[src/rtl/uart_resp_tx_if.sv]
// Response-transmitter handshake bundle: send strobe, response word,
// flag clear, and the serial line with its status flags.
interface uart_resp_tx_if #(
   parameter int NUM_BYTES = 3
);
   logic                   snd;
   logic [8*NUM_BYTES-1:0] resp;
   logic                   clr_resp_sent;
   logic                   TX;
   logic                   busy;
   logic                   resp_sent;

   modport master (
      output snd, resp, clr_resp_sent,
      input  TX, busy, resp_sent
   );

   modport slave (
      input  snd, resp, clr_resp_sent,
      output TX, busy, resp_sent
   );
endinterface

[src/rtl/uart_resp_tx.sv]
// Serialises a latched response word as back-to-back 8N1 frames, high byte
// first, with no idle gap between frames and a sticky completion flag.
module uart_resp_tx #(
   parameter int BAUD_DIV  = 2604,
   parameter int NUM_BYTES = 3
) (
   input  logic           clk,
   input  logic           rst,
   uart_resp_tx_if.slave  bus
);
   localparam int W     = 8 * NUM_BYTES;
   localparam int IDX_W = (NUM_BYTES > 1) ? $clog2(NUM_BYTES) : 1;
   localparam logic [15:0]      BAUD_RELOAD = 16'(BAUD_DIV - 1);
   localparam logic [IDX_W-1:0] LAST_IDX    = IDX_W'(NUM_BYTES - 1);

   typedef enum logic [1:0] {IDLE, START, DATA, STOP} state_t;

   state_t           state;
   logic [15:0]      baud_cnt;
   logic [3:0]       bit_cnt;
   logic [IDX_W-1:0] byte_idx;
   logic [W-1:0]     hold;
   logic [9:0]       frame;
   logic [9:0]       frame_next;
   logic             accept;
   logic             bit_end;
   logic             load_next;

   always_comb begin
      accept     = bus.snd && (state == IDLE);
      bit_end    = (state != IDLE) && (baud_cnt == 16'd0);
      load_next  = bit_end && (state == STOP) && (byte_idx != LAST_IDX);
      frame_next = frame;
      if (accept)
         frame_next = {1'b1, bus.resp[W-1 -: 8], 1'b0};
      else if (load_next)
         frame_next = {1'b1, hold[W-9 -: 8], 1'b0};
      else if (bit_end)
         frame_next = {1'b1, frame[9:1]};
   end

   // Holding register rotates a byte per frame so the next byte is always
   // just below the top; it needs no reset because accept reloads it.
   always_ff @(posedge clk) begin
      frame <= frame_next;
      if (accept)
         hold <= bus.resp;
      else if (load_next)
         hold <= {hold[W-9:0], hold[W-1 -: 8]};
   end

   always_ff @(posedge clk or posedge rst) begin
      if (rst) begin
         state         <= IDLE;
         baud_cnt      <= '0;
         bit_cnt       <= '0;
         byte_idx      <= '0;
         bus.TX        <= 1'b1;
         bus.busy      <= 1'b0;
         bus.resp_sent <= 1'b0;
      end else begin
         if (bus.clr_resp_sent)
            bus.resp_sent <= 1'b0;
         // TX always takes the low bit of the frame being presented next.
         if (accept || bit_end)
            bus.TX <= frame_next[0];
         if (state != IDLE)
            baud_cnt <= bit_end ? BAUD_RELOAD : baud_cnt - 16'd1;

         case (state)
            IDLE: begin
               if (bus.snd) begin
                  state         <= START;
                  baud_cnt      <= BAUD_RELOAD;
                  bit_cnt       <= '0;
                  byte_idx      <= '0;
                  bus.busy      <= 1'b1;
                  bus.resp_sent <= 1'b0;
               end
            end
            START: begin
               if (bit_end) begin
                  state   <= DATA;
                  bit_cnt <= '0;
               end
            end
            DATA: begin
               if (bit_end) begin
                  bit_cnt <= bit_cnt + 4'd1;
                  if (bit_cnt == 4'd7)
                     state <= STOP;
               end
            end
            STOP: begin
               if (bit_end) begin
                  if (byte_idx == LAST_IDX) begin
                     state         <= IDLE;
                     bus.TX        <= 1'b1;
                     bus.busy      <= 1'b0;
                     bus.resp_sent <= 1'b1;
                  end else begin
                     state    <= START;
                     byte_idx <= byte_idx + IDX_W'(1);
                  end
               end
            end
            default: state <= IDLE;
         endcase
      end
   end
endmodule

[src/flat_wrapper.sv]
// flat-port wrapper written by rule: the top's interface ports become plain ports
module uart_resp_tx_flat 
#(
   parameter int BAUD_DIV  = 2604,
   parameter int NUM_BYTES = 3
)
  (clk, rst, bus_snd, bus_resp, bus_clr_resp_sent, bus_TX, bus_busy, bus_resp_sent);
  uart_resp_tx_if #(.NUM_BYTES(NUM_BYTES)) bus_i ();
  input  logic clk;
  input  logic rst;
  input wire logic [$bits(bus_i.snd)-1:0] bus_snd;
  input wire logic [$bits(bus_i.resp)-1:0] bus_resp;
  input wire logic [$bits(bus_i.clr_resp_sent)-1:0] bus_clr_resp_sent;
  output wire logic [$bits(bus_i.TX)-1:0] bus_TX;
  output wire logic [$bits(bus_i.busy)-1:0] bus_busy;
  output wire logic [$bits(bus_i.resp_sent)-1:0] bus_resp_sent;
  assign bus_i.snd = bus_snd;
  assign bus_i.resp = bus_resp;
  assign bus_i.clr_resp_sent = bus_clr_resp_sent;
  assign bus_TX = bus_i.TX;
  assign bus_busy = bus_i.busy;
  assign bus_resp_sent = bus_i.resp_sent;
  uart_resp_tx #(.BAUD_DIV(BAUD_DIV), .NUM_BYTES(NUM_BYTES)) u_core (.clk(clk), .rst(rst), .bus(bus_i));
endmodule
[config.mk]
export PLATFORM = sky130hd
export DESIGN_NAME = uart_resp_tx_flat
export DESIGN_NICKNAME = d
export VERILOG_FILES = /design/src/rtl/uart_resp_tx_if.sv /design/src/rtl/uart_resp_tx.sv /design/src/flat_wrapper.sv
export SDC_FILE = /design/constraint.sdc
export NUM_CORES = 1
export LEC_CHECK = 0
export CORE_MARGIN = 1.5
export CORE_UTILIZATION = 45
export CTS_BUF_LIST = sky130_fd_sc_hd__clkbuf_2 sky130_fd_sc_hd__clkbuf_4 sky130_fd_sc_hd__clkbuf_8
export DETAILED_ROUTE_END_ITERATION = 7
export PLACE_DENSITY = 0.74
export SLEW_MARGIN = 5
export SYNTH_ARGS = -nofsm -noshare
export SYNTH_HDL_FRONTEND = slang
export SYNTH_SLANG_ARGS = --single-unit
[constraint.sdc]
create_clock -name clk -period 10.75 [get_ports clk]
set_input_delay 2.6875 -clock clk [delete_from_list [all_inputs] [get_ports clk]]
set_output_delay 2.6875 -clock clk [all_outputs]
set_load 0.005 [all_outputs]
==> metrics, run 1 <==
Clock Path Buffers 2; DRT antenna net count 0; Critical Path Source Type input port; Crit. End Element flip-flop; top-area cell type share of the netlist area 33.1%; die area around 7000 µm²; maximum fanout along the worst path 27; yosys warns 0; total chip power 0.447 mW; die width approximately 83 µm; Slew headroom 17.8%; Routed WL 5690 µm; CP peak stage delay 740 ps; Core Area 6280 µm²; Top Family by Delay on Critical Path compound AO/OA/AOI/OAI gates; synthesized area about 2900 µm²; placed cell area 3260 µm²; Clock Sinks 59; clock skew 11.1 ps; final setup fails 0; Final Max Slew Viols 0; post-synth cell types 39; min Tclk post-route 4500 ps; FP Rows 29; crit path cell chain clkdlybuf4s50_1, nand2_1, o21ai_2; Setup Fix Bufs, Post-CTS 0; GR Overflow Total 0; WP buf/inv 1; via count 2,138; Initial Utilization a little under half; drt first pass iters 4; post-CTS resize count 0; Worst Tran Pin Value between 1000 and 1500 ps; nets@finish 352; FMAX 222 MHz; #FFs+latches synth 59; Diodes inserted 0; crit path DAT 4440 ps; initial antenna violation count 0; number of hold buffers added after cts 0; routed len/inst between 10 and 15 µm; DR vias/cell 5.37; Setup CP Type in2reg; maximum VDD drop 81.3 µV; number of CTS-inserted buffers 9; gpl congestion 0.790; IO Port Bufs 30; outcome completed; Syn Nets 323; MaxCap Viol Count 0; CP Data Required Time around 11,000 ps; CTS tree done; layout cells sized above 1 ~6.5%; unrepaired setup endpoints after global routing no; pin count of the biggest net entering global routing 29; Post-Synthesis Cells 287; Synth-to-Final Area Change 18.9%; Crit-path slowest cell o21ai_2; CTS Root Cell clkbuf_8; first-pass GRT wire length 9540 µm; syn_area_per_cell 10.1 µm²; Power Density about 130 nW/µm²; Die H 83.3 µm; crit share post-route 41.8%; I/O pin cnt 31; Post-DP HPWL 3900 µm; Design Area, Final 3450 µm²; Synth area leader edfxtp_1; Hold Crit Class reg2reg; Final Hold Vio Count 0; final hold slack 520 ps; setup tns final 0 ps; initial detailed-routing violation count 141; Worst-Skew Late Latency 340 ps; Reg clk slew, reported paths 70 ps; Synth area leaders edfxtp_1 33%, dfrtp_1 22%, nand2_1 10%, ha_1 3.4%, mux2i_1 3.1%; gr usage total 17.3%; htree depth 3; register area share after synthesis 56.4%; Post-route DRC 0; Leak Pwr 1.24 nW; number of global-route vias before repair 2,052
==> cell usage after synthesis <==
| cell type | instances |
|---|---|
| a21oi_1 | 5 |
| a2bb2oi_1 | 2 |
| a311o_1 | 1 |
| a31o_2 | 1 |
| a31oi_1 | 2 |
| and2_1 | 1 |
| and4_1 | 1 |
| buf_1 | 1 |
| buf_2 | 5 |
| clkbuf_1 | 8 |
| dfrtp_1 | 26 |
| dfstp_2 | 1 |
| edfxtp_1 | 32 |
| ha_1 | 8 |
| inv_1 | 10 |
| mux2i_1 | 9 |
| nand2_1 | 80 |
| nand2b_1 | 2 |
| nand3_1 | 10 |
| nand3b_1 | 2 |
| nand4_1 | 2 |
| nand4b_1 | 1 |
| nor2_1 | 14 |
| nor2b_1 | 5 |
| nor3_1 | 4 |
| nor4_1 | 1 |
| nor4_2 | 2 |
| nor4b_1 | 2 |
| o211ai_1 | 5 |
| o21ai_0 | 18 |
| o221ai_1 | 1 |
| o311ai_0 | 1 |
| o31ai_1 | 4 |
| o41ai_1 | 2 |
| or3_1 | 4 |
| or4_1 | 3 |
| or4b_2 | 1 |
| xnor2_1 | 4 |
| xor2_1 | 6 |
==> state kept, by name, summed over array words and instances, names as in the netlist <==
register	cells
u_core.bit_cnt	4
u_core.hold	24
u_core.byte_idx	2
u_core.bus.resp_sent	1
u_core.baud_cnt	16
u_core.frame	8
u_core.bus.busy	1
u_core.bus.TX	1
u_core.state	2
==> worst register-to-register path: stages (launching register included) <==
cell and delay [ps]:
dfrtp_1 410, inv_1 110, ha_1 350, nor4_1 360, nand4_1 200, o21ai_2 1010
==> logic make-up after synthesis <==
| kind of cell | count (synthesis) | share of synthesized area, % |
|---|---|---|
| flops | 59 | 56.4 |
| simple gates | 135 | 21.5 |
| mux | 9 | 3.10 |
| compound gates | 42 | 9.18 |
| fa+ha+maj | 8 | 3.45 |
| xor+xnor | 10 | 3.02 |
| buf+inv | 24 | 3.32 |
==> routing by layer <==
metal  vias up  part of all wire (%)  wire [µm]  GRT usage [%]
met4         0                   2.2        127           8.33
met1      1030                    48       2720           23.7
met5         -                     0          0              0
met2        30                    48       2720           27.1
met3        10                   2.2        125           2.78
li1       1068                     -          -              -
==> placed cells by master (no fill, tap or decap), types with 4 or more instances in the layout <==
cell type | synthesis | final
nand2_1 | 80 | 80
edfxtp_1 | 32 | 32
clkdlybuf4s50_1 | 0 | 30
dfrtp_1 | 26 | 26
o21ai_0 | 18 | 17
nor2_1 | 14 | 14
inv_1 | 10 | 10
nand3_1 | 10 | 10
clkbuf_8 | 0 | 10
mux2i_1 | 9 | 9
ha_1 | 8 | 8
xor2_1 | 6 | 6
nor2b_1 | 5 | 5
a21oi_1 | 5 | 5
o211ai_1 | 5 | 5
nor3_1 | 4 | 4
or3_1 | 4 | 4
o31ai_1 | 4 | 4
xnor2_1 | 4 | 4
==> path summary, 6_finish.rpt <==
check	startpoint	end	slack, ps	depth (start not counted)
max	bus_snd	u_core.hold[5]	6250	3
min	u_core.bus.TX	u_core.bus.TX	520	2
max reg2reg	u_core.state[0]	u_core.hold[5]	7920	5
min reg2reg	u_core.bus.TX	u_core.bus.TX	520	2
max in group asynchronous	rst	u_core.baud_cnt[7]	7220	2
min in group asynchronous	rst	u_core.baud_cnt[10]	2910	2
==> through the flow <==
stage	setup WS [ps]	std cells	utilization, %
after CTS	6220	398	55.0
after global routing	6040	398	55.0
after global placement	5870	382	51.9
final	6250	398	55.0
after floorplan	6230	287	-
after detailed placement	5880	382	51.9
==> layout make-up <==
cell class	count	area, µm²
well taps	77	96.3
clock inverters	6	55.1
clock buffers	10	138
fillers	544	2830
inverters	10	37.5
repair buffers	32	315
multi-input cells	204	1170
flip-flops and latches	59	1640
==> where the power goes <==
group / total [mW] / internal, mW / leakage, nW / switching [mW]
logic: 0.0118 / 0.00857 / 0.672 / 0.00323
registers: 0.237 / 0.237 / 0.465 / 0
clock network: 0.198 / 0.111 / 0.0988 / 0.0872
Power figures use the tool's default switching activity.
==> run 2: changes to the inputs <==
--- a/config.mk
+++ b/config.mk
@@ -9,7 +9,7 @@
 export CORE_UTILIZATION = 45
 export CTS_BUF_LIST = sky130_fd_sc_hd__clkbuf_2 sky130_fd_sc_hd__clkbuf_4 sky130_fd_sc_hd__clkbuf_8
 export DETAILED_ROUTE_END_ITERATION = 7
-export PLACE_DENSITY = 0.74
+export PLACE_DENSITY = 0.76
 export SLEW_MARGIN = 5
 export SYNTH_ARGS = -nofsm -noshare
 export SYNTH_HDL_FRONTEND = slang
==> constraint.sdc (replaced) <==
create_clock -name clk -period 4.1 [get_ports clk]
set_input_delay 1.025 -clock clk [delete_from_list [all_inputs] [get_ports clk]]
set_output_delay 1.025 -clock clk [all_outputs]
set_load 0.005 [all_outputs]
==> metrics, run 2 (synthesized netlist as in run 1, its figures left out) <==
outcome completed (unchanged); I/O pin cnt 31 (unchanged); CP Data Required Time 4070 ps (was 10,690 ps); MaxCap Viol Count 0 (unchanged); max FFs per register 24 (unchanged); drt first pass iters 4 (unchanged); Crit. End Element flip-flop (unchanged); Hold Crit Class reg2reg (unchanged); Routed WL 5560 µm (was 5690 µm); Final Max Slew Viols 0 (unchanged); Gate power share 2.7% (was 2.6%); Critical R2R Launch u_core.state[0] (unchanged); layout cells sized above 1 7.74% (was 6.54%); cell count of the worst hold path 2 (unchanged); final cell count without fillers 400 (was 398); maximum VDD drop 239 µV (was 81.3 µV); Critical Path Source Type flip-flop (was input port); Leak Pwr 1.24 nW (about the same); CTS tree done (unchanged); CP startpoint u_core.state[0] (was bus_snd); FMAX 378 MHz; largest registers u_core.hold (24), u_core.baud_cnt (16), u_core.frame (8) (unchanged); Synth-to-Final Area Change 19.4% (was 18.9%); footprint of the multi-input gates 1170 µm² (unchanged); part of the power in registers 53.2% (was 53.0%); commonest non-fill, non-tap cells in the layout 80 x nand2_1, 32 x edfxtp_1, 30 x clkdlybuf4s50_1, 26 x dfrtp_1, 17 x o21ai_0 (unchanged); initial antenna violation count 0 (unchanged); DRT antenna net count 0 (unchanged); switching share of power 21.0% (was 20.2%); Hold Startpoint u_core.bus.TX (unchanged); Post-DP HPWL 3730 µm (was 3900 µm); CTS Root Cell clkbuf_8 (unchanged); die width 83.3 µm (unchanged); commonest non-fill, non-tap cell in the layout nand2_1 (unchanged); pin count of the biggest net entering global routing 29 (unchanged); Fillers 545 (was 544); htree depth 3 (unchanged); Post-Place Cells 384 (was 382); Worst Tran Pin Value 1140 ps (was 1230 ps); Power Density 336 nW/µm² (was 129 nW/µm²); number of global-route vias before repair 2,196 (was 2,052); IO Port Bufs 30 (unchanged); maximum fanout along the worst path 18 (was 27); Setup Fix Bufs, Post-CTS 0 (unchanged); via count 2,157 (was 2,138); post-CTS resize count 0 (unchanged); Post-route DRC 0 (unchanged); Initial Utilization 46.2% (unchanged); nets@finish 354 (was 352); initial detailed-routing violation count 83 (was 141); FP Rows 29 (unchanged); number of hold buffers added after cts 0 (unchanged); Die H 83.3 µm (unchanged); routed len/inst 13.9 µm (was 14.3 µm); Core Area 6280 µm² (unchanged); min Tclk post-route 2640 ps; Final Hold Vio Count 0 (unchanged); GR Overflow Total 0 (unchanged); Setup CP Type reg2reg (was in2reg); Diodes inserted 0 (unchanged); crit path DAT 2610 ps (was 4440 ps); setup tns final 0 ps (unchanged); Clock Path Buffers 2 (unchanged); clock skew 8.23 ps (was 11.1 ps); gpl congestion 0.831 (was 0.790); number of CTS-inserted buffers 9 (unchanged); unrepaired setup endpoints after global routing no (unchanged); Worst-Skew Late Latency 330 ps (was 340 ps); Slew headroom 23.2% (was 17.8%); Psw 0.245 mW (was 0.0904 mW); first-pass GRT wire length 9540 µm (about the same); final hold slack 505 ps (was 520 ps); Clock Sinks 59 (unchanged); total chip power 1.17 mW (was 0.447 mW); Clk pwr share 44.1% (was 44.4%); gr usage total 17.2% (was 17.3%); DR vias/cell 5.39 (was 5.37); crit share post-route 64.5%; area taken by flip-flops and latches 1640 µm² (unchanged); die area 6940 µm² (unchanged); Reg clk slew, reported paths 70 ps (about the same); Pint 0.921 mW (was 0.356 mW); largest register by flop count u_core.hold (unchanged); Worst Reg-to-Reg Cells 6 (was 5); final setup fails 0 (unchanged)
[run 2: changes by cell type in the layout (fill, tap and decap cells not counted), sizes merged]
cell	change
clkinv	-2
inv	+1
buf	+2
clkbuf	-1
clkinvlp	+2
[run 2: area by class of cell]
class                      instances  share of cell area (%)
sequential                        59                    47.3
clock buffer                       9                    3.57
timing repair buffer              34                    9.53
multi-input combinational        204                    33.8
inverter                          10                    1.08
clock inverter                     7                    1.95
tap                               77                    2.78
[run 2: routing by layer]
metal  track usage, %  vias up  share of wire (%)
met5                0        -                  0
met4             9.55        0                1.7
met1             22.4     1035                 47
met2             27.1       46                 48
met3             3.08        7                3.4
li1                 -     1069                  -
[run 2: through the flow]
stage	worst slack [ps]	instance area, µm²	utilization [%]
finish	1460	3470	55.2
global placement	1140	3270	52.2
global route	1270	3470	55.2
floorplan	570	2900	-
CTS	1440	3470	55.2
detailed placement	1110	3270	52.2
[run 2: final timing paths]
path                                      endpoint  slack [ps]
worst min-delay path                 u_core.bus.TX         500
worst max register to register     u_core.frame[3]        1460
min in group asynchronous       u_core.baud_cnt[6]        1230
max in group asynchronous       u_core.baud_cnt[7]        2250
worst max-delay path               u_core.frame[3]        1460
worst min register to register       u_core.bus.TX         500
[run 2: worst max-delay path, stage by stage, from the launching register on]
cell and delay (ps):
dfrtp_1 410, inv_1 100, ha_1 350, nor4_1 390, and4_1 380, nor2_1 160, inv_1 490
[run 2: power by group through the flow]
stage          logic [mW]  registers [mW]  clock network [mW]
2_1_floorplan     0.00421           0.633                   0
3_3_place_gp       0.0316           0.633                   0
3_5_place_dp       0.0316           0.633                   0
4_1_cts            0.0319           0.620               0.523
5_1_grt            0.0344           0.620               0.549
6_report           0.0312           0.620               0.514
==> run 3: changes to the inputs <==
==> constraint.sdc (replaced) <==
create_clock -name clk -period 2.31 [get_ports clk]
set_input_delay 0.5775 -clock clk [delete_from_list [all_inputs] [get_ports clk]]
set_output_delay 0.5775 -clock clk [all_outputs]
set_load 0.005 [all_outputs]
==> metrics, run 3 (synthesized netlist as in run 1, its figures left out) <==
outcome completed (unchanged); largest registers u_core.hold (24), u_core.baud_cnt (16), u_core.frame (8) (unchanged); setup tns final 0 ps (unchanged); CP peak stage delay 410 ps (was 490 ps); final cell count without fillers 414 (was 400); Die H 83.3 µm (unchanged); initial antenna violation count 0 (unchanged); CTS tree done (unchanged); DR vias/cell 5.36 (was 5.39); gr usage total 18.6% (was 17.2%); Final Hold Vio Count 0 (unchanged); commonest non-fill, non-tap cell in the layout nand2_1 (unchanged); Power Density 603 nW/µm² (was 336 nW/µm²); pin count of the biggest net entering global routing 28 (was 29); Final Max Slew Viols 0 (unchanged); MaxCap Viol Count 0 (unchanged); final setup fails 0 (unchanged); Diodes inserted 0 (unchanged); Core Area 6280 µm² (unchanged); Worst-Skew Late Latency 340 ps (was 330 ps); number of global-route vias before repair 2,203 (was 2,196); die area 6940 µm² (unchanged); maximum fanout along the worst path 7 (was 18); FP Rows 29 (unchanged); Post-route DRC 0 (unchanged); Crit. End Element flip-flop (unchanged); Clock Path Buffers 2 (unchanged); crit path DAT 2440 ps (was 2610 ps); htree depth 3 (unchanged); clock skew 10.7 ps (was 8.23 ps); IO Port Bufs 30 (unchanged); drt first pass iters 4 (unchanged); total chip power 2.19 mW (was 1.17 mW); WP buf/inv 1 (was 2); Synth-to-Final Area Change 25.2% (was 19.4%); GR Overflow Total 0 (unchanged); CTS Root Cell clkbuf_8 (unchanged); initial detailed-routing violation count 79 (was 83); gpl congestion 0.813 (was 0.831); max FFs per register 24 (unchanged); largest register by flop count u_core.hold (unchanged); footprint of the multi-input gates 1180 µm² (was 1170 µm²); unrepaired setup endpoints after global routing no (unchanged); Critical Path Source Type flip-flop (unchanged); DRT antenna net count 0 (unchanged); Post-DP HPWL 4020 µm (was 3730 µm); die width 83.3 µm (unchanged); Setup CP Type reg2reg (unchanged); crit share post-route 94.3% (was 64.5%); Fillers 534 (was 545); Worst Tran Pin Value 421 ps (was 1140 ps); first-pass GRT wire length 10,100 µm (was 9540 µm); layout cells sized above 1 11.9% (was 7.74%); Leak Pwr 1.34 nW (was 1.24 nW); number of CTS-inserted buffers 9 (unchanged); Reg clk slew, reported paths 60 ps (was 70 ps); I/O pin cnt 31 (unchanged); placed cell area 3410 µm² (was 3270 µm²); Initial Utilization 46.2% (unchanged); post-CTS resize count 0 (unchanged); routed len/inst 14.3 µm (was 13.9 µm); Design Area, Final 3630 µm² (was 3470 µm²); Post-Place Cells 398 (was 384); min Tclk post-route 2180 ps (was 2640 ps); Hold Crit Class reg2reg (unchanged); Clock Sinks 59 (unchanged); Top Family by Delay on Critical Path simple AND/OR/NAND/NOR gates (unchanged); FMAX 459 MHz (was 378 MHz); Routed WL 5900 µm (was 5560 µm); Setup Fix Bufs, Post-CTS 0 (unchanged); maximum VDD drop 358 µV (was 239 µV); via count 2,219 (was 2,157); Slew headroom 71.6% (was 23.2%); CP Data Required Time 2570 ps (was 4070 ps); final core occ 57.9% (was 55.2%); commonest non-fill, non-tap cells in the layout 80 x nand2_1, 32 x edfxtp_1, 30 x clkdlybuf4s50_1, 26 x dfrtp_1, 17 x o21ai_0 (unchanged); crit path cell chain inv_1, ha_1, or3_1, or3_4, or4_1, a21oi_1 (was inv_1, ha_1, nor4_1, and4_1, nor2_1, inv_1); Crit-path slowest cell or3_1 (was inv_1); area taken by flip-flops and latches 1640 µm² (unchanged); number of hold buffers added after cts 0 (unchanged); nets@finish 368 (was 354)
run 3: cell types whose count changed in the layout (fill, tap and decap cells not counted), moves of 2 or more:
cell | previous run | this run
buf_12 | 0 | 2
buf_4 | 4 | 16
clkbuf_4 | 0 | 2
clkinvlp_4 | 2 | 0
run 3: per-layer routing:
| metal | vias to the layer above | global-route usage (%) | routed length, µm |
|---|---|---|---|
| li1 | 1099 | - | - |
| met5 | - | 0 | 0 |
| met1 | 1067 | 23.9 | 2730 |
| met4 | 0 | 10.0 | 148 |
| met3 | 14 | 3.68 | 167 |
| met2 | 39 | 29.6 | 2860 |
run 3: worst register-to-register path: cells and delay by family, from the launching register on:
kind | cells | cell delay [ps]
AO/OA/AOI/OAI | 1 | 160
adder cells (fa/ha/maj) | 1 | 250
buffers and inverters | 1 | 100
AND/OR/NAND/NOR | 3 | 1200
flip-flops | 1 | 400
run 3: power breakdown:
| group | internal (mW) | leakage, nW | switching, mW |
|---|---|---|---|
| clock network | 0.628 | 0.112 | 0.404 |
| logic | 0.0411 | 0.761 | 0.0157 |
| registers | 1.10 | 0.465 | 0 |
run 3: final timing paths:
check | start | to | slack [ps] | depth (start not counted)
worst max-delay path | u_core.state[1] | u_core.baud_cnt[13] | 130 | 6
min in group asynchronous | rst | u_core.byte_idx[1] | 600 | 3
worst min register to register | u_core.bus.TX | u_core.bus.TX | 510 | 2
worst min-delay path | u_core.bus.TX | u_core.bus.TX | 510 | 2
max in group asynchronous | rst | u_core.bus.TX | 1400 | 3
worst max register to register | u_core.state[1] | u_core.baud_cnt[13] | 130 | 6
run 3: area by class of cell:
class / instances / area share (%)
flip-flops and latches: 59 / 45.1
multi-input cells: 204 / 32.6
repair buffers: 48 / 12.7
clock buffers: 11 / 3.82
well taps: 77 / 2.65
clock inverters: 5 / 2.13
inverters: 10 / 1.03
run 3: stage by stage:
step	worst slack (ps)	hold slack, ps
floorplan	88.6	470
global placement	172	478
detailed placement	124	500
CTS	79.1	509
global route	19.2	550
finish	131	505
